<file path="src/rtl/block_transfer_sequencer_pkg.sv">
`default_nettype none
// ==========================================================================
// block_transfer_sequencer_pkg : LDM/STM decode fields and sequencer states
// Revision: 1.0
// ==========================================================================
package block_transfer_sequencer_pkg;

  localparam logic [2:0] c_BLOCK_MODE = 3'b100;

  localparam int c_MODE_HI = 27;
  localparam int c_MODE_LO = 25;
  localparam int c_P_BIT   = 24;
  localparam int c_U_BIT   = 23;
  localparam int c_W_BIT   = 21;
  localparam int c_L_BIT   = 20;
  localparam int c_RN_HI   = 19;
  localparam int c_RN_LO   = 16;
  localparam int c_LIST_HI = 15;
  localparam int c_LIST_LO = 0;

  localparam logic [1:0] c_ST_IDLE = 2'd0;
  localparam logic [1:0] c_ST_SEQ  = 2'd1;
  localparam logic [1:0] c_ST_WBB  = 2'd2;

  // Addressing-mode and base context held for the whole sequence
  typedef struct packed {
    logic       p;
    logic       u;
    logic       w;
    logic       l;
    logic [3:0] rn;
  } bt_ctx_t;

endpackage
`default_nettype wire

</file>
<file path="src/rtl/block_transfer_sequencer_if.sv">
`default_nettype none
// ==========================================================================
// block_transfer_sequencer_if : ID-stage <-> block transfer sequencer bus
// Revision: 1.0
// ==========================================================================
interface block_transfer_sequencer_if #(
  parameter int ADDRESS_LEN = 32,
  parameter int OFFSET_W    = 8
);
  logic [ADDRESS_LEN-1:0] instruction;
  logic                   instr_valid;
  logic                   cond_pass;
  logic                   hazard;
  logic                   flush;
  logic                   freeze;
  logic                   busy;
  logic                   uop_valid;
  logic                   uop_load;
  logic [3:0]             uop_rn;
  logic [3:0]             uop_reg;
  logic [OFFSET_W-1:0]    uop_offset;
  logic                   uop_wb_base;
  logic                   uop_last;

  modport master (
    output instruction, instr_valid, cond_pass, hazard, flush,
    input  freeze, busy, uop_valid, uop_load, uop_rn, uop_reg,
           uop_offset, uop_wb_base, uop_last
  );

  modport slave (
    input  instruction, instr_valid, cond_pass, hazard, flush,
    output freeze, busy, uop_valid, uop_load, uop_rn, uop_reg,
           uop_offset, uop_wb_base, uop_last
  );
endinterface
`default_nettype wire

</file>
<file path="src/rtl/block_transfer_sequencer_lowest_set_bit.sv">
`default_nettype none
// ==========================================================================
// lowest_set_bit : 16-bit priority encoder, index of the least significant 1
// Revision: 1.0
// ==========================================================================
module lowest_set_bit (
  input  logic [15:0] vec_i,
  output logic [3:0]  idx_o,
  output logic        any_set_o
);

  always_comb begin
    idx_o = 4'd0;
    for (int i = 15; i >= 0; i--) begin
      if (vec_i[i]) idx_o = 4'(i);
    end
  end

  assign any_set_o = |vec_i;

endmodule
`default_nettype wire

</file>
<file path="src/rtl/block_transfer_sequencer.sv">
`default_nettype none
// ==========================================================================
// block_transfer_sequencer : splits LDM/STM into single-register micro-ops
// Revision: 1.0
// ==========================================================================
module block_transfer_sequencer
  import block_transfer_sequencer_pkg::*;
#(
  parameter int ADDRESS_LEN = 32,
  parameter int OFFSET_W    = 8
) (
  input logic                        clk,
  input logic                        rst,
  block_transfer_sequencer_if.slave  bus
);

  localparam logic [OFFSET_W-1:0] c_FOUR = OFFSET_W'(4);

  logic [1:0]          state_q, state_d;
  logic [15:0]         mask_q, mask_d;
  logic [OFFSET_W-1:0] acc_q, acc_d;
  bt_ctx_t             ctx_q, ctx_d;
  logic [4:0]          n_q, n_d;
  logic                wben_q, wben_d;

  logic [ADDRESS_LEN-1:0] w_instr;
  bt_ctx_t                w_dec;
  logic [15:0]            w_list;
  logic                   w_block;
  logic                   w_unused;
  logic [4:0]             w_count;
  logic [OFFSET_W-1:0]    w_n4;
  logic [OFFSET_W-1:0]    w_start_off;
  logic [OFFSET_W-1:0]    w_wb_n4;
  logic                   w_start;

  assign w_instr   = bus.instruction;
  assign w_block   = (w_instr[c_MODE_HI:c_MODE_LO] == c_BLOCK_MODE);
  assign w_dec.p   = w_instr[c_P_BIT];
  assign w_dec.u   = w_instr[c_U_BIT];
  assign w_dec.w   = w_instr[c_W_BIT];
  assign w_dec.l   = w_instr[c_L_BIT];
  assign w_dec.rn  = w_instr[c_RN_HI:c_RN_LO];
  assign w_list    = w_instr[c_LIST_HI:c_LIST_LO];
  assign w_unused  = ^{w_instr[31:28], w_instr[22]};

  always_comb begin
    w_count = 5'd0;
    for (int i = 0; i < 16; i++) begin
      w_count = w_count + {4'd0, w_list[i]};
    end
  end

  assign w_n4    = OFFSET_W'({w_count, 2'b00});
  assign w_wb_n4 = OFFSET_W'({n_q, 2'b00});

  // First-issued (lowest) address relative to Rn for each addressing mode
  always_comb begin
    case ({w_dec.p, w_dec.u})
      2'b01:   w_start_off = '0;
      2'b11:   w_start_off = c_FOUR;
      2'b00:   w_start_off = c_FOUR - w_n4;
      default: w_start_off = '0 - w_n4;
    endcase
  end

  assign w_start = rst & (state_q == c_ST_IDLE) & bus.instr_valid & w_block
                 & bus.cond_pass & ~bus.hazard & ~bus.flush & (|w_list);

  logic [3:0]  w_idx;
  logic        w_any;
  logic [15:0] w_rest;
  logic [3:0]  w_rest_idx_unused;
  logic        w_rest_any;

  assign w_rest = mask_q & (mask_q - 16'd1);

  lowest_set_bit u_lsb_cur (
    .vec_i     (mask_q),
    .idx_o     (w_idx),
    .any_set_o (w_any)
  );

  lowest_set_bit u_lsb_rest (
    .vec_i     (w_rest),
    .idx_o     (w_rest_idx_unused),
    .any_set_o (w_rest_any)
  );

  logic w_issue_seq;
  logic w_issue_wbb;
  logic w_valid;
  logic w_last;

  assign w_issue_seq = (state_q == c_ST_SEQ) & ~bus.hazard & ~bus.flush & w_any;
  assign w_issue_wbb = (state_q == c_ST_WBB) & ~bus.hazard & ~bus.flush;
  assign w_valid     = w_issue_seq | w_issue_wbb;
  assign w_last      = (w_issue_seq & ~w_rest_any & ~wben_q) | w_issue_wbb;

  always_comb begin
    bus.uop_valid   = w_valid;
    bus.uop_load    = w_issue_seq & ctx_q.l;
    bus.uop_rn      = w_valid ? ctx_q.rn : 4'd0;
    bus.uop_reg     = 4'd0;
    bus.uop_offset  = '0;
    bus.uop_wb_base = w_issue_wbb;
    bus.uop_last    = w_last;
    if (w_issue_seq) begin
      bus.uop_reg    = w_idx;
      bus.uop_offset = acc_q;
    end else if (w_issue_wbb) begin
      bus.uop_reg    = ctx_q.rn;
      bus.uop_offset = ctx_q.u ? w_wb_n4 : ('0 - w_wb_n4);
    end
  end

  // Freeze releases in the cycle the last micro-op issues so fetch resumes at that edge
  assign bus.freeze = w_start
                    | ((state_q != c_ST_IDLE) & ~bus.flush & ~(w_valid & w_last));
  assign bus.busy   = (state_q != c_ST_IDLE);

  always_comb begin
    state_d = state_q;
    mask_d  = mask_q;
    acc_d   = acc_q;
    ctx_d   = ctx_q;
    n_d     = n_q;
    wben_d  = wben_q;
    if (bus.flush) begin
      state_d = c_ST_IDLE;
      mask_d  = '0;
    end else begin
      case (state_q)
        c_ST_IDLE: begin
          if (w_start) begin
            state_d = c_ST_SEQ;
            mask_d  = w_list;
            acc_d   = w_start_off;
            ctx_d   = w_dec;
            n_d     = w_count;
            // A load that includes Rn keeps the loaded value instead of the writeback
            wben_d  = w_dec.w & ~(w_dec.l & w_list[w_dec.rn]);
          end
        end
        c_ST_SEQ: begin
          if (w_issue_seq) begin
            mask_d = w_rest;
            acc_d  = acc_q + c_FOUR;
            if (!w_rest_any) state_d = wben_q ? c_ST_WBB : c_ST_IDLE;
          end
        end
        c_ST_WBB: begin
          if (w_issue_wbb) state_d = c_ST_IDLE;
        end
        default: state_d = c_ST_IDLE;
      endcase
    end
  end

  always_ff @(posedge clk) begin
    if (!rst) begin
      state_q <= c_ST_IDLE;
      mask_q  <= '0;
      acc_q   <= '0;
      ctx_q   <= '0;
      n_q     <= '0;
      wben_q  <= 1'b0;
    end else begin
      state_q <= state_d;
      mask_q  <= mask_d;
      acc_q   <= acc_d;
      ctx_q   <= ctx_d;
      n_q     <= n_d;
      wben_q  <= wben_d;
    end
  end

endmodule
`default_nettype wire

</file>
<file path="src/flat_wrapper.sv">
// flat-port wrapper written by rule: the top's interface ports become plain ports
module block_transfer_sequencer_flat import block_transfer_sequencer_pkg::*;
#(
  parameter int ADDRESS_LEN = 32,
  parameter int OFFSET_W    = 8
)
  (clk, rst, bus_instruction, bus_instr_valid, bus_cond_pass, bus_hazard, bus_flush, bus_freeze, bus_busy, bus_uop_valid, bus_uop_load, bus_uop_rn, bus_uop_reg, bus_uop_offset, bus_uop_wb_base, bus_uop_last);
  block_transfer_sequencer_if #(.ADDRESS_LEN(ADDRESS_LEN), .OFFSET_W(OFFSET_W)) bus_i ();
  input logic clk;
  input logic rst;
  input wire logic [$bits(bus_i.instruction)-1:0] bus_instruction;
  input wire logic [$bits(bus_i.instr_valid)-1:0] bus_instr_valid;
  input wire logic [$bits(bus_i.cond_pass)-1:0] bus_cond_pass;
  input wire logic [$bits(bus_i.hazard)-1:0] bus_hazard;
  input wire logic [$bits(bus_i.flush)-1:0] bus_flush;
  output wire logic [$bits(bus_i.freeze)-1:0] bus_freeze;
  output wire logic [$bits(bus_i.busy)-1:0] bus_busy;
  output wire logic [$bits(bus_i.uop_valid)-1:0] bus_uop_valid;
  output wire logic [$bits(bus_i.uop_load)-1:0] bus_uop_load;
  output wire logic [$bits(bus_i.uop_rn)-1:0] bus_uop_rn;
  output wire logic [$bits(bus_i.uop_reg)-1:0] bus_uop_reg;
  output wire logic [$bits(bus_i.uop_offset)-1:0] bus_uop_offset;
  output wire logic [$bits(bus_i.uop_wb_base)-1:0] bus_uop_wb_base;
  output wire logic [$bits(bus_i.uop_last)-1:0] bus_uop_last;
  assign bus_i.instruction = bus_instruction;
  assign bus_i.instr_valid = bus_instr_valid;
  assign bus_i.cond_pass = bus_cond_pass;
  assign bus_i.hazard = bus_hazard;
  assign bus_i.flush = bus_flush;
  assign bus_freeze = bus_i.freeze;
  assign bus_busy = bus_i.busy;
  assign bus_uop_valid = bus_i.uop_valid;
  assign bus_uop_load = bus_i.uop_load;
  assign bus_uop_rn = bus_i.uop_rn;
  assign bus_uop_reg = bus_i.uop_reg;
  assign bus_uop_offset = bus_i.uop_offset;
  assign bus_uop_wb_base = bus_i.uop_wb_base;
  assign bus_uop_last = bus_i.uop_last;
  block_transfer_sequencer #(.ADDRESS_LEN(ADDRESS_LEN), .OFFSET_W(OFFSET_W)) u_core (.clk(clk), .rst(rst), .bus(bus_i));
endmodule
</file>
<file path="config.mk">
export PLATFORM = sky130hd
export DESIGN_NAME = block_transfer_sequencer_flat
export DESIGN_NICKNAME = d
export VERILOG_FILES = /design/src/rtl/block_transfer_sequencer_pkg.sv /design/src/rtl/block_transfer_sequencer_if.sv /design/src/rtl/block_transfer_sequencer_lowest_set_bit.sv /design/src/rtl/block_transfer_sequencer.sv /design/src/flat_wrapper.sv
export SDC_FILE = /design/constraint.sdc
export NUM_CORES = 1
export LEC_CHECK = 0
export BUFFER_PORTS_ARGS = -buffer_cell sky130_fd_sc_hd__buf_4
export CAP_MARGIN = 0
export CORE_ASPECT_RATIO = 2
export CORE_UTILIZATION = 40
export CTS_BUF_LIST = sky130_fd_sc_hd__clkbuf_2 sky130_fd_sc_hd__clkbuf_4 sky130_fd_sc_hd__clkbuf_8
export CTS_CLUSTER_DIAMETER = 60
export DETAILED_ROUTE_END_ITERATION = 12
export GPL_ROUTABILITY_DRIVEN = 0
export GPL_TIMING_DRIVEN = 0
export PLACE_DENSITY_LB_ADDON = 0.1
export SKIP_CTS_REPAIR_TIMING = 1
export SLEW_MARGIN = 10
export SYNTH_ARGS = -nofsm -noshare
export SYNTH_HDL_FRONTEND = slang
export SYNTH_SLANG_ARGS = --single-unit
</file>
<file path="constraint.sdc">
create_clock -name clk -period 4 [get_ports clk]
set_clock_uncertainty 0.05 [all_clocks]
set_input_delay 0.2 -clock clk [delete_from_list [all_inputs] [get_ports clk]]
set_output_delay 0.2 -clock clk [all_outputs]
set_load 0.01 [all_outputs]
</file>
After elaboration in Yosys (flattened, before gate mapping)
Cells that the tools add are included.
- multiply operators: 0
- reduce and logical (&&, ||, !) cells: 12
- add/sub/neg operators: 20
- divide/modulo/power cells: 0
- eq/ne operators: 9
- bitwise operators: 31
- order comparisons: 1
- multiplexer cells: 37
- shifts and indexed selects: 0
- operators by type and width (cell ; count):
    2-to-1 mux 4 bit ; 19
    adder 5 x 1 -> 5 bit ; 14
    OR reduction 16 bit ; 3
    2-to-1 mux 8 bit ; 5
    2-to-1 mux 16 bit ; 2
    one-hot mux 16 bit (2 select lines) ; 1
    one-hot mux 8 bit (3 select lines) ; 1
    AND 1 bit ; 20
    AND 16 bit ; 1
    one-hot mux 8 bit (2 select lines) ; 1
    subtractor 1 x 7 -> 8 bit (first input constant) ; 2
    subtractor 16 x 1 -> 16 bit (second input constant) ; 1
    2-to-1 mux 2 bit ; 5
    adder 8 x 3 -> 8 bit (second input constant) ; 1
    AND reduction 4 bit ; 2
    subtractor 3 x 7 -> 8 bit (first input constant) ; 1
    inverter 1 bit ; 7
    != test 2 x 1 -> 1 bit (second input constant) ; 3
    one-hot mux 2 bit (3 select lines) ; 1
    AND reduction 3 bit ; 2
    < comparator 4 x 5 -> 1 bit (second input constant) ; 1
    binary-select mux 1 bit (select 4 bit) ; 1
    equality test 2 x 1 -> 1 bit (second input constant) ; 2
    equality test 2 bit (second input constant) ; 2
    other kinds (8) ; 12
- bits in read-only memories: 0
- logic and storage cells: 118
- input bits: 38
- bits in registers: 38
- memories: 0
- latch bits: 0
- RAM bits: 0

Logic depth before layout (Yosys ltp)
Gate-level depths: netlist (run 1).
- word-level depth: 19
- gate-level depth with buffers: 17
- mapped depth without buffers: 17

Cells and area by module
From an unflattened synthesis (run 1), not the netlist that was laid out.
- cell total of the unflattened synthesis: 402
- area total of the unflattened synthesis: 3056.7 µm²
- by module, submodules not included (module ; sequential area each (µm²) ; instances ; cells each ; area each (µm²)):
    block_transfer_sequencer ; 720.7 ; 1 ; 334 ; 2703.8
    lowest_set_bit ; 0.0 ; 2 ; 34 ; 176.4

Worst setup path after synthesis (run 1)
OpenSTA, ideal clock, no wires.
- kind: input -> register
- start: input bus_instruction[0]
- end: register u_core.acc_q[5]
- stages: 15
- buffers on the path: 0
- slack: -0.337 ns
- arrival: 4.165 ns
- data required time: 3.828 ns
- setup time: 0.122 ns
- cells stage by stage: inv_1 -> ha_1 -> inv_1 -> fa_1 -> fa_1 -> fa_1 -> fa_1 -> fa_1 -> fa_1 -> xor2_1 -> ha_1 -> o21ai_0 -> nand2b_1 -> mux2i_1 -> o311a_1
- cells in the longest elaborated chain, start to end: 19
- RTL lines (element ; line ; text):
    from (decl) ; flat_wrapper.sv:11 ; input wire logic [$bits(bus_i.instruction)-1:0] bus_instruction;
    adder 1 x 1 -> 2 bit ; block_transfer_sequencer.sv:50 ; w_count = w_count + {4'd0, w_list[i]};
    adder 5 x 1 -> 5 bit (14 in series) ; block_transfer_sequencer.sv:50 ;
    subtractor 1 x 7 -> 8 bit / subtractor 3 x 7 -> 8 bit (equally long branches) ; block_transfer_sequencer.sv:63, block_transfer_sequencer.sv:62 ;
    one-hot mux 8 bit (3 select lines) ; block_transfer_sequencer.sv:59 ; case ({w_dec.p, w_dec.u})
    2-to-1 mux 8 bit ; block_transfer_sequencer.sv:135 ; if (w_start) begin
    one-hot mux 8 bit (2 select lines) ; block_transfer_sequencer.sv:133 ; case (state_q)
    to (signal assigned) ; block_transfer_sequencer.sv:164 ; acc_q <= '0;
    to (signal assigned) ; block_transfer_sequencer.sv:171 ; acc_q <= acc_d;
    to (decl) ; block_transfer_sequencer.sv:21 ; logic [OFFSET_W-1:0] acc_q, acc_d;
Several ways; a longest one is shown, not always the timed one. The select of a mux whose other input is x is not followed.
A chain may end at the register's enable or synchronous reset.

Worst setup path after layout (run 1)
- start: input bus_instruction[1]
- end: register u_core.acc_q[6]
Same word-level chain as after synthesis.

==> results of run 1 <==
[registers in the layout (all words and copies together) (netlist names)]
name / flops
u_core.acc_q: 6
u_core.ctx_q: 6
u_core.mask_q: 16
u_core.n_q: 5
u_core.state_q: 2
u_core.wben_q: 1
[kinds of logic (layout without fill, tap and decap cells)]
| family | count (synthesis) | after routing |
|---|---|---|
| and+or+nand+nor | 129 | 129 |
| muxes | 18 | 18 |
| adders and majority gates | 21 | 21 |
| buffers and inverters | 55 | 120 |
| xor gates and xnor gates | 7 | 7 |
| AOI/OAI and AO/OA | 104 | 104 |
| other | 1 | 2 |
| DFF | 36 | 36 |
[critical path, cell delays in order]
cell and delay (ps):
buf_12 90, inv_8 30, ha_4 250, inv_2 30, fa_1 480, fa_1 440
fa_1 550, fa_1 440, fa_2 370, fa_2 490, ha_4 190, mux2_4 250
nand2_2 70, o21ai_1 50, o21ai_1 180, a21oi_1 100, o22ai_1 160
[cells in the mapped netlist, drive strengths merged, types with 2 or more instances]
master,count
or3,3
o21bai,2
nor3,11
ha,11
nor2,31
or4,4
o21ai,36
buf,11
and2,8
mux2i,12
nand4,4
o22ai,3
a211oi,6
nand3,3
o41ai,2
clkbuf,9
mux4,5
nor2b,12
dfxtp,36
o211a,3
nand2b,4
a32o,7
fa,10
inv,35
nor4,5
a21oi,27
xnor2,5
a21o,3
xor2,2
or2,4
nand2,33
[stage by stage]
stage	hold WS (ps)	total power [uW]	TNS, ps
after global placement	395	966	-3300
after detailed placement	388	977	-3540
after floorplan	272	819	-822
after global routing	83.3	1490	-1160
after CTS	77.1	1280	-1480
final	84.9	1400	-586
[power by group]
| part | switching, uW | leakage [uW] | internal, uW | total [uW] |
|---|---|---|---|---|
| Combinational | 367 | 0.00121 | 372 | 740 |
| Sequential | 1.05 | 0.000290 | 359 | 360 |
| Clock | 150 | 0.0000479 | 147 | 298 |
| Total | 519 | 0.00155 | 878 | 1400 |
[layout make-up]
class | instances | area, um^2 | area share
clock buffer | 7 | 90.1 | 0.0243
multi-input combinational | 281 | 2060 | 0.557
tap | 92 | 115 | 0.0311
sequential | 36 | 721 | 0.195
buffer | 20 | 109 | 0.0294
clock inverter | 1 | 7.51 | 0.00203
timing repair buffer | 57 | 453 | 0.122
inverter | 35 | 144 | 0.0389
[worst max-delay path by stage]
| stage | slack (ps) | depth (start not counted) | to |
|---|---|---|---|
| finish | -190 | 17 | u_core.acc_q[6]$_SDFFE_PN0P_ |
| global route | -300 | 17 | u_core.acc_q[6]$_SDFFE_PN0P_ |
| CTS | -390 | 16 | u_core.acc_q[7]$_SDFFE_PN0P_ |
| detailed placement | -720 | 16 | u_core.acc_q[7]$_SDFFE_PN0P_ |
| global placement | -660 | 16 | u_core.acc_q[7]$_SDFFE_PN0P_ |
| floorplan | -190 | 15 | u_core.acc_q[5]$_SDFFE_PN0P_ |
[placed cells by master (no fill, tap or decap), types with 3 or more instances in the layout]
cell / synthesis / layout
or2_2: 4 / 4
ha_1: 11 / 8
clkbuf_8: 0 / 6
dfxtp_1: 36 / 36
o21ai_1: 0 / 5
clkbuf_1: 9 / 9
nand4_1: 4 / 4
or3_1: 3 / 3
nor2b_1: 12 / 12
buf_4: 3 / 58
nor4_1: 4 / 4
xnor2_1: 5 / 5
mux4_2: 5 / 5
nor2_1: 31 / 31
or4_1: 3 / 3
a21oi_1: 27 / 27
fa_1: 10 / 8
nand2b_1: 4 / 4
mux2i_1: 12 / 12
o22ai_1: 3 / 3
a32o_1: 7 / 7
and2_1: 7 / 7
inv_1: 35 / 32
o211a_1: 3 / 3
o21ai_0: 36 / 30
a211oi_1: 6 / 6
nor3_1: 10 / 9
buf_2: 6 / 6
nand3_1: 3 / 3
nand2_1: 33 / 32
a21o_1: 3 / 3
[routing by layer]
| layer | GRT usage | part of all wire | wire, um |
|---|---|---|---|
| met2 | 0.514 | 0.57 | 5600 |
| met1 | 0.255 | 0.35 | 3400 |
| met4 | 0.173 | 0.051 | 495 |
| met5 | 0 | 0 | 0 |
| met3 | 0.0351 | 0.027 | 260 |
==> out/metrics.yaml, run 1 <==
status: "finished, violations left"
violations: "negative setup slack"
grt_pass1_vias: 2998
holdPathStages: 2
rsz0062_at_grt: "yes"
synth_top_area_frac: 0.244
startpoint: "bus_instruction[1]"
fp.dieH_um: 124
die_area_um2: 7750
h-tree-depth: 2
numPlacedInstances: 515
synth_top_family_by_area: "compound AO/OA/AOI/OAI gates"
cts_tree: "done"
grt_pass1_wl_um: 15200
ff2ff_path_depth: 7
leakagePower_uw: 0.00155
crit_fanout: 4
yosys.area_share.simple: 0.225
antenna_cells: 0
r2r_end: "u_core.mask_q[14]$_SDFFE_PP0P_"
post_route_cells_drive_above_1_share: 0.243
wirelength_um: 9760
r2r_setup_slack_ps: 1330
worstSetupStartpointType: "primary input"
globalRouteOverflowTotal: 0
wl_per_cell_um: 18.4
fin_crit_sh: 1.05
worst_pin_slew_ps: 769
synth_area_leaders: "dfxtp_1 24%, fa_1 6.8%, o21ai_0 6.1%"
syn_area_um2: 2950
drv_cap: 0
crit_type: "in -> reg"
synth_ff_type: "dfxtp_1"
min_from: "bus_instruction[10]"
ant_nets: 0
fin_nets: 495
synth_seq_cells: 36
worstSetupEndpointType: "register"
cts_buffers: 5
synth_compound_area_frac: 0.230
hp-class: "in -> reg"
vdd_drop_max_mv: 0.612
via_per_inst: 5.60
placed_area_um2: 3510
fin_cells: 529
clock_sink_count: 36
start_util: 0.409
arrival_ps: 4370
max_freq_mhz: 239
clk_pin_slew_ps: 80
antenna_found_initial: 0
via_count: 2960
syn_avg_cell_area_um2: 7.96
yosys.cell_types.count: 62
netlist_instances: 371
synth_xor_area_frac: 0.0208
cts_root_buffer: "clkbuf_8"
rows: 44
area_delta_synth_final_pct: 25.3
drc: 0
die_w_um: 62.8
nFillCells: 712
powerDensity_nw_per_um2: 377
slew-limit-headroom: 0.483
drt_iter0_drc: 180
r2r-start: "u_core.mask_q[6]$_SDFFE_PP0P_"
maxSlewViolCount: 0
ys_seq_area_frac: 0.244
ys.warnings.count: 0
setup_ws_ps: -187
dp_hpwl_um: 7840
muxShareOfSynthArea: 0.0826
crit_required_ps: 4190
grt_start_max_net_pins: 12
synth_edf_count: 0
hold_end: "u_core.mask_q[10]$_SDFFE_PP0P_"
fp.coreArea_um2: 7210
finalSetupViolCount: 5
async_reset_ff_frac: 0
insertion_delay_ps: 310
clk_path_buf_depth: 2
hold_viol_final: 0
stdcell_area_um2: 3700
fin_util: 0.513
synthAdderAreaFrac: 0.114
ioPinCount: 60
min_period_ps: 4190
synth_top_area_cell: "dfxtp_1"
gr-usage-all-layers: 0.264
place_ws_ps: -716
first_pass_iters: 4
port_buffers: 51
No activity file was read; power rests on OpenSTA's default activity.
==> inputs of run 2 (changes only) <==
--- a/config.mk
+++ b/config.mk
@@ -7,3 +7,2 @@
 export LEC_CHECK = 0
-export BUFFER_PORTS_ARGS = -buffer_cell sky130_fd_sc_hd__buf_4
 export CAP_MARGIN = 0
@@ -14,5 +13,6 @@
 export DETAILED_ROUTE_END_ITERATION = 12
+export DONT_BUFFER_PORTS = 1
 export GPL_ROUTABILITY_DRIVEN = 0
 export GPL_TIMING_DRIVEN = 0
-export PLACE_DENSITY_LB_ADDON = 0.1
+export PLACE_DENSITY = 0.65
 export SKIP_CTS_REPAIR_TIMING = 1
==> constraint.sdc (replaced) <==
create_clock -name clk -period 4 [get_ports clk]
set_clock_uncertainty 0.05 [all_clocks]
set_input_delay 0 -clock clk [delete_from_list [all_inputs] [get_ports clk]]
set_output_delay 0 -clock clk [all_outputs]
set_load 0.01 [all_outputs]
==> run 2 against run 1 <==
Net effect: the run ends with negative hold slack left; non-clock buffer count fell by 33; count of clock-buffer cells in the layout fell by 1; flip-flop and latch count did not move; register-to-register slack got worse by 30 ps; clock power rose by 10%; largest cell class unchanged.
==> out/metrics.yaml, run 2 (same netlist as run 1, synthesis figures left out) <==
slowest_stage: "fa_2"
grt_pass1_wl_um: 14500
antenna_cells: 0
antenna_found_initial: 0
leakagePower_uw: 0.00136
cts_tree: "done"
drv_cap: 0
drt_iter0_drc: 176
crit_cells: 16
crit_top_cell: "fa_1"
ioPinCount: 60
final_common_cell: "dfxtp_1"
dp_hpwl_um: 7520
crit_fanout: 5
holdPathStages: 2
die_area_um2: 7750
status: "finished, violations left"
r2r_end: "u_core.state_q[0]$_SDFFE_PP0P_"
wl_per_cell_um: 20.0
vdd_drop_max_mv: 0.390
r2r_setup_slack_ps: 1300
worstSetupStartpointType: "primary input"
place_ws_ps: -249
arrival_ps: 4040
powerDensity_nw_per_um2: 378
drc: 0
slew-limit-headroom: 0.503
setup_ws_ps: 98.0
path_delay_family: "adder cells"
r2r-start: "u_core.state_q[0]$_SDFFE_PP0P_"
cts_buffers: 5
h-tree-depth: 2
power.share.clock: 0.248
final_cell_mix: "36 x dfxtp_1, 33 x o21ai_0, 32 x inv_1, 32 x nand2_1, 31 x nor2_1"
clk_pin_slew_ps: 80
crit_required_ps: 4140
hold_slack_ps: -16.7
rows: 44
hp-class: "in -> reg"
clk_path_buf_depth: 2
hold_end: "u_core.mask_q[13]$_SDFFE_PP0P_"
ant_nets: 0
seqCellArea_um2: 721
placed_area_um2: 3130
min_period_ps: 3900
switchingPower_uw: 472
fin_tns_setup_ps: 0
cts_root_buffer: "clkbuf_8"
post_route_cells_drive_above_1_share: 0.119
critPathMaxStageDelay_ps: 610
multi_input_area_um2: 2060
start_util: 0.409
fin_nets: 462
worst_pin_slew_ps: 739
ff2ff_path_depth: 7
via_count: 2971
area_delta_synth_final_pct: 18.5
worstSetupEndpointType: "register"
max_freq_mhz: 256
via_per_inst: 5.99
fin_util: 0.485
stdcell_area_um2: 3500
crit_chain: "inv_8 > ha_4 > inv_2 > fa_1 > fa_1 > fa_1 > fa_1 > fa_2 > fa_2 > ha_4 > mux2_4 > nand2_2 > o21ai_2 > o21ai_1 > a21oi_1 > o22ai_1"
largest_reg_flops: 16
finalSetupViolCount: 0
p_int_uw: 850
fp.dieH_um: 124
clock_sink_count: 36
seq_power_share: 0.272
gr-usage-all-layers: 0.250
fin_crit_sh: 0.976
maxSlewViolCount: 0
port_buffers: 0
min_from: "bus_instruction[13]"
violations: "negative hold slack"
nFillCells: 726
reg_top3: "u_core.mask_q (16), u_core.acc_q (6), u_core.ctx_q (6)"
grt_start_max_net_pins: 12
swShare: 0.357
insertion_delay_ps: 300
hold_viol_final: 1
grt_pass1_vias: 2869
die_w_um: 62.8
globalRouteOverflowTotal: 0
fp.coreArea_um2: 7210
crit_type: "in -> reg"
top_register: "u_core.mask_q"
pwr-share-comb: 0.479
first_pass_iters: 4
wirelength_um: 9920
cp_num_buf_inv: 2
==> run 2: metrics by stage <==
| step | instances | total power (uW) |
|---|---|---|
| after floorplan | 372 | 816 |
| after global placement | 464 | 920 |
| after detailed placement | 464 | 936 |
| after CTS | 472 | 1260 |
| after global routing | 496 | 1400 |
| final | 496 | 1320 |
==> run 2: worst max path at each step <==
stage / from / end / slack, ps
6_report: bus_instruction[1] / u_core.acc_q[6]$_SDFFE_PN0P_ / 100
3_3_place_gp: bus_instruction[1] / u_core.acc_q[7]$_SDFFE_PN0P_ / -280
2_1_floorplan: bus_instruction[1] / u_core.acc_q[3]$_SDFFE_PN0P_ / 0.1
3_5_place_dp: bus_instruction[1] / u_core.acc_q[7]$_SDFFE_PN0P_ / -250
5_1_grt: bus_instruction[1] / u_core.acc_q[5]$_SDFFE_PN0P_ / -2
4_1_cts: bus_instruction[1] / u_core.acc_q[7]$_SDFFE_PN0P_ / 50
==> run 2: cell type report <==
type | count | area share
plain buffers | 20 | 0.0311
clock buffers | 6 | 0.0218
clock inverters | 2 | 0.0100
inverters | 35 | 0.0411
multi-input cells | 281 | 0.588
flip-flops and latches | 36 | 0.206
well taps | 92 | 0.0329
repair buffers | 24 | 0.0687
==> run 2: per-layer routing <==
metal	vias to the layer above	GRT usage	share of wire
li1	1377	-	-
met1	1428	0.215	0.33
met2	121	0.481	0.55
met3	45	0.0480	0.047
met4	0	0.218	0.073
met5	-	0	0
==> run 2: power groups by stage <==
stage / Sequential [uW] / Combinational (uW) / Clock, uW
floorplan: 368 / 448 / 0
global placement: 368 / 552 / 0
detailed placement: 368 / 568 / 0
CTS: 360 / 569 / 336
global route: 360 / 694 / 344
finish: 360 / 633 / 328
==> inputs of run 3 (changes only) <==
- GPL_TIMING_DRIVEN: 0 -> not set
==> run 3 against run 2 <==
Net effect: sequential power about the same; non-clock buffer count decreased by 12; count of clock-buffer cells in the layout decreased by 1; the run still ends with negative hold slack left; setup slack got worse by 21 ps; first-iteration DRC count decreased by 21%; fmax decreased by 0.53%; register-to-register slack got worse by 520 ps; final cell count decreased by 2.4%; critical path type unchanged; routed wire length decreased by 6.1%; total power about the same; via count decreased by 2.6%.
==> out/metrics.yaml, run 3 (same netlist as run 1, synthesis figures left out) <==
status: "finished, violations left"
violations: "negative hold slack"
finalSetupViolCount: 0
antenna_cells: 0
met3_length_um: 449
hp-class: "in -> reg"
powerDensity_nw_per_um2: 385
area_delta_synth_final_pct: 16.4
worstSetupStartpointType: "primary input"
top_layer: "met4"
grt_pass1_wl_um: 13600
cts_buffers: 5
antenna_found_initial: 0
hold_slack_ps: -21.0
cts_root_buffer: "clkbuf_8"
maxSlewViolCount: 0
fin_tns_setup_ps: 0
ioPinCount: 60
fin_nets: 450
grt_pass1_vias: 2722
max_freq_mhz: 255
final_common_cell: "dfxtp_1"
cts_tree: "done"
top_register: "u_core.mask_q"
crit_fanout: 4
die_area_um2: 7750
slew-limit-headroom: 0.345
via_count: 2894
vdd_drop_max_mv: 0.321
wirelength_um: 9310
seqCellArea_um2: 721
nFillCells: 679
first_pass_iters: 4
fp.dieH_um: 124
gr-usage-all-layers: 0.235
port_buffers: 0
crit_required_ps: 4140
die_w_um: 62.8
clk_path_buf_depth: 2
worstSetupEndpointType: "register"
worst_pin_slew_ps: 980
drt-met1-wl_um: 3050
dp_hpwl_um: 6990
reg_top3: "u_core.mask_q (16), u_core.acc_q (6), u_core.ctx_q (6)"
rows: 44
post_route_cells_drive_above_1_share: 0.102
setup_ws_ps: 77.1
final_cell_mix: "36 x dfxtp_1, 34 x o21ai_0, 32 x inv_1, 32 x nand2_1, 31 x nor2_1"
largest_reg_flops: 16
globalRouteOverflowTotal: 0
fin_util: 0.477
via_per_inst: 5.98
clock_sink_count: 36
crit_type: "in -> reg"
clk_pin_slew_ps: 80
hold_viol_final: 1
drt_iter0_drc: 139
start_util: 0.409
dr_wl_met2_um: 5070
leakagePower_uw: 0.00133
insertion_delay_ps: 300
arrival_ps: 4060
fin_crit_sh: 0.981
h-tree-depth: 2
wl_per_cell_um: 19.2
rsz0062_at_grt: "no"
ant_nets: 0
drv_cap: 0
place_ws_ps: -211
grt_start_max_net_pins: 25
drc: 0
fp.coreArea_um2: 7210
multi_input_area_um2: 2040
fin_cells: 484
min_period_ps: 3920
numPlacedInstances: 449
-- run 3: changes by cell type in the layout (fill, tap and decap cells not counted), sizes merged --
cell,previous run,this run
clkinvlp,0,1
dlygate4sd3,24,27
buf,11,5
clkbuf,15,5
-- run 3: critical path, cell delays in order --
cell and delay, ps:
inv_8 10, ha_4 240, inv_2 30, fa_1 480, fa_1 440, fa_1 550
fa_1 430, fa_2 380, fa_2 400, xor2_2 190, ha_1 190, o21ai_0 180
nand2b_1 170, mux2i_1 70, o311a_1 290
-- run 3: per-stage QoR --
| step | hold WS [ps] | total power, uW | instance area [um^2] |
|---|---|---|---|
| after floorplan | 72.1 | 816 | 3010 |
| after global placement | 73.8 | 948 | 3060 |
| after detailed placement | 78.1 | 964 | 3060 |
| after CTS | -227 | 1290 | 3170 |
| after global routing | 2.54 | 1410 | 3440 |
| final | -21.0 | 1320 | 3440 |
-- run 3: path summary, 6_finish.rpt --
check,start,endpoint,slack [ps],cells past startpoint
hold reg to reg,u_core.acc_q[7]$_SDFFE_PN0P_,u_core.acc_q[7]$_SDFFE_PN0P_,460,2
setup reg to reg,u_core.state_q[0]$_SDFFE_PP0P_,u_core.state_q[0]$_SDFFE_PP0P_,780,7
setup / recovery,bus_instruction[1],u_core.acc_q[5]$_SDFFE_PN0P_,80,15
hold / removal,bus_instruction[14],u_core.mask_q[14]$_SDFFE_PP0P_,-20,2
-- run 3: report_power, final --
group	internal [uW]	switching, uW	total [uW]
registers	359	1.15	360
clock network	185	147	332
logic	316	315	631
total	860	463	1320
-- run 3: final cells by class --
class / count / share of cell area
Timing Repair Buffer: 32 / 0.0895
Clock buffer: 5 / 0.0200
Multi-Input combinational cell: 281 / 0.593
Sequential cell: 36 / 0.210
Tap cell: 92 / 0.0335
Clock inverter: 3 / 0.0124
Inverter: 35 / 0.0418
-- run 3: layer usage --
layer,up-vias,global-route usage
met2,116,0.436
li1,1352,-
met1,1374,0.203
met4,0,0.227
met3,52,0.0489
met5,-,0
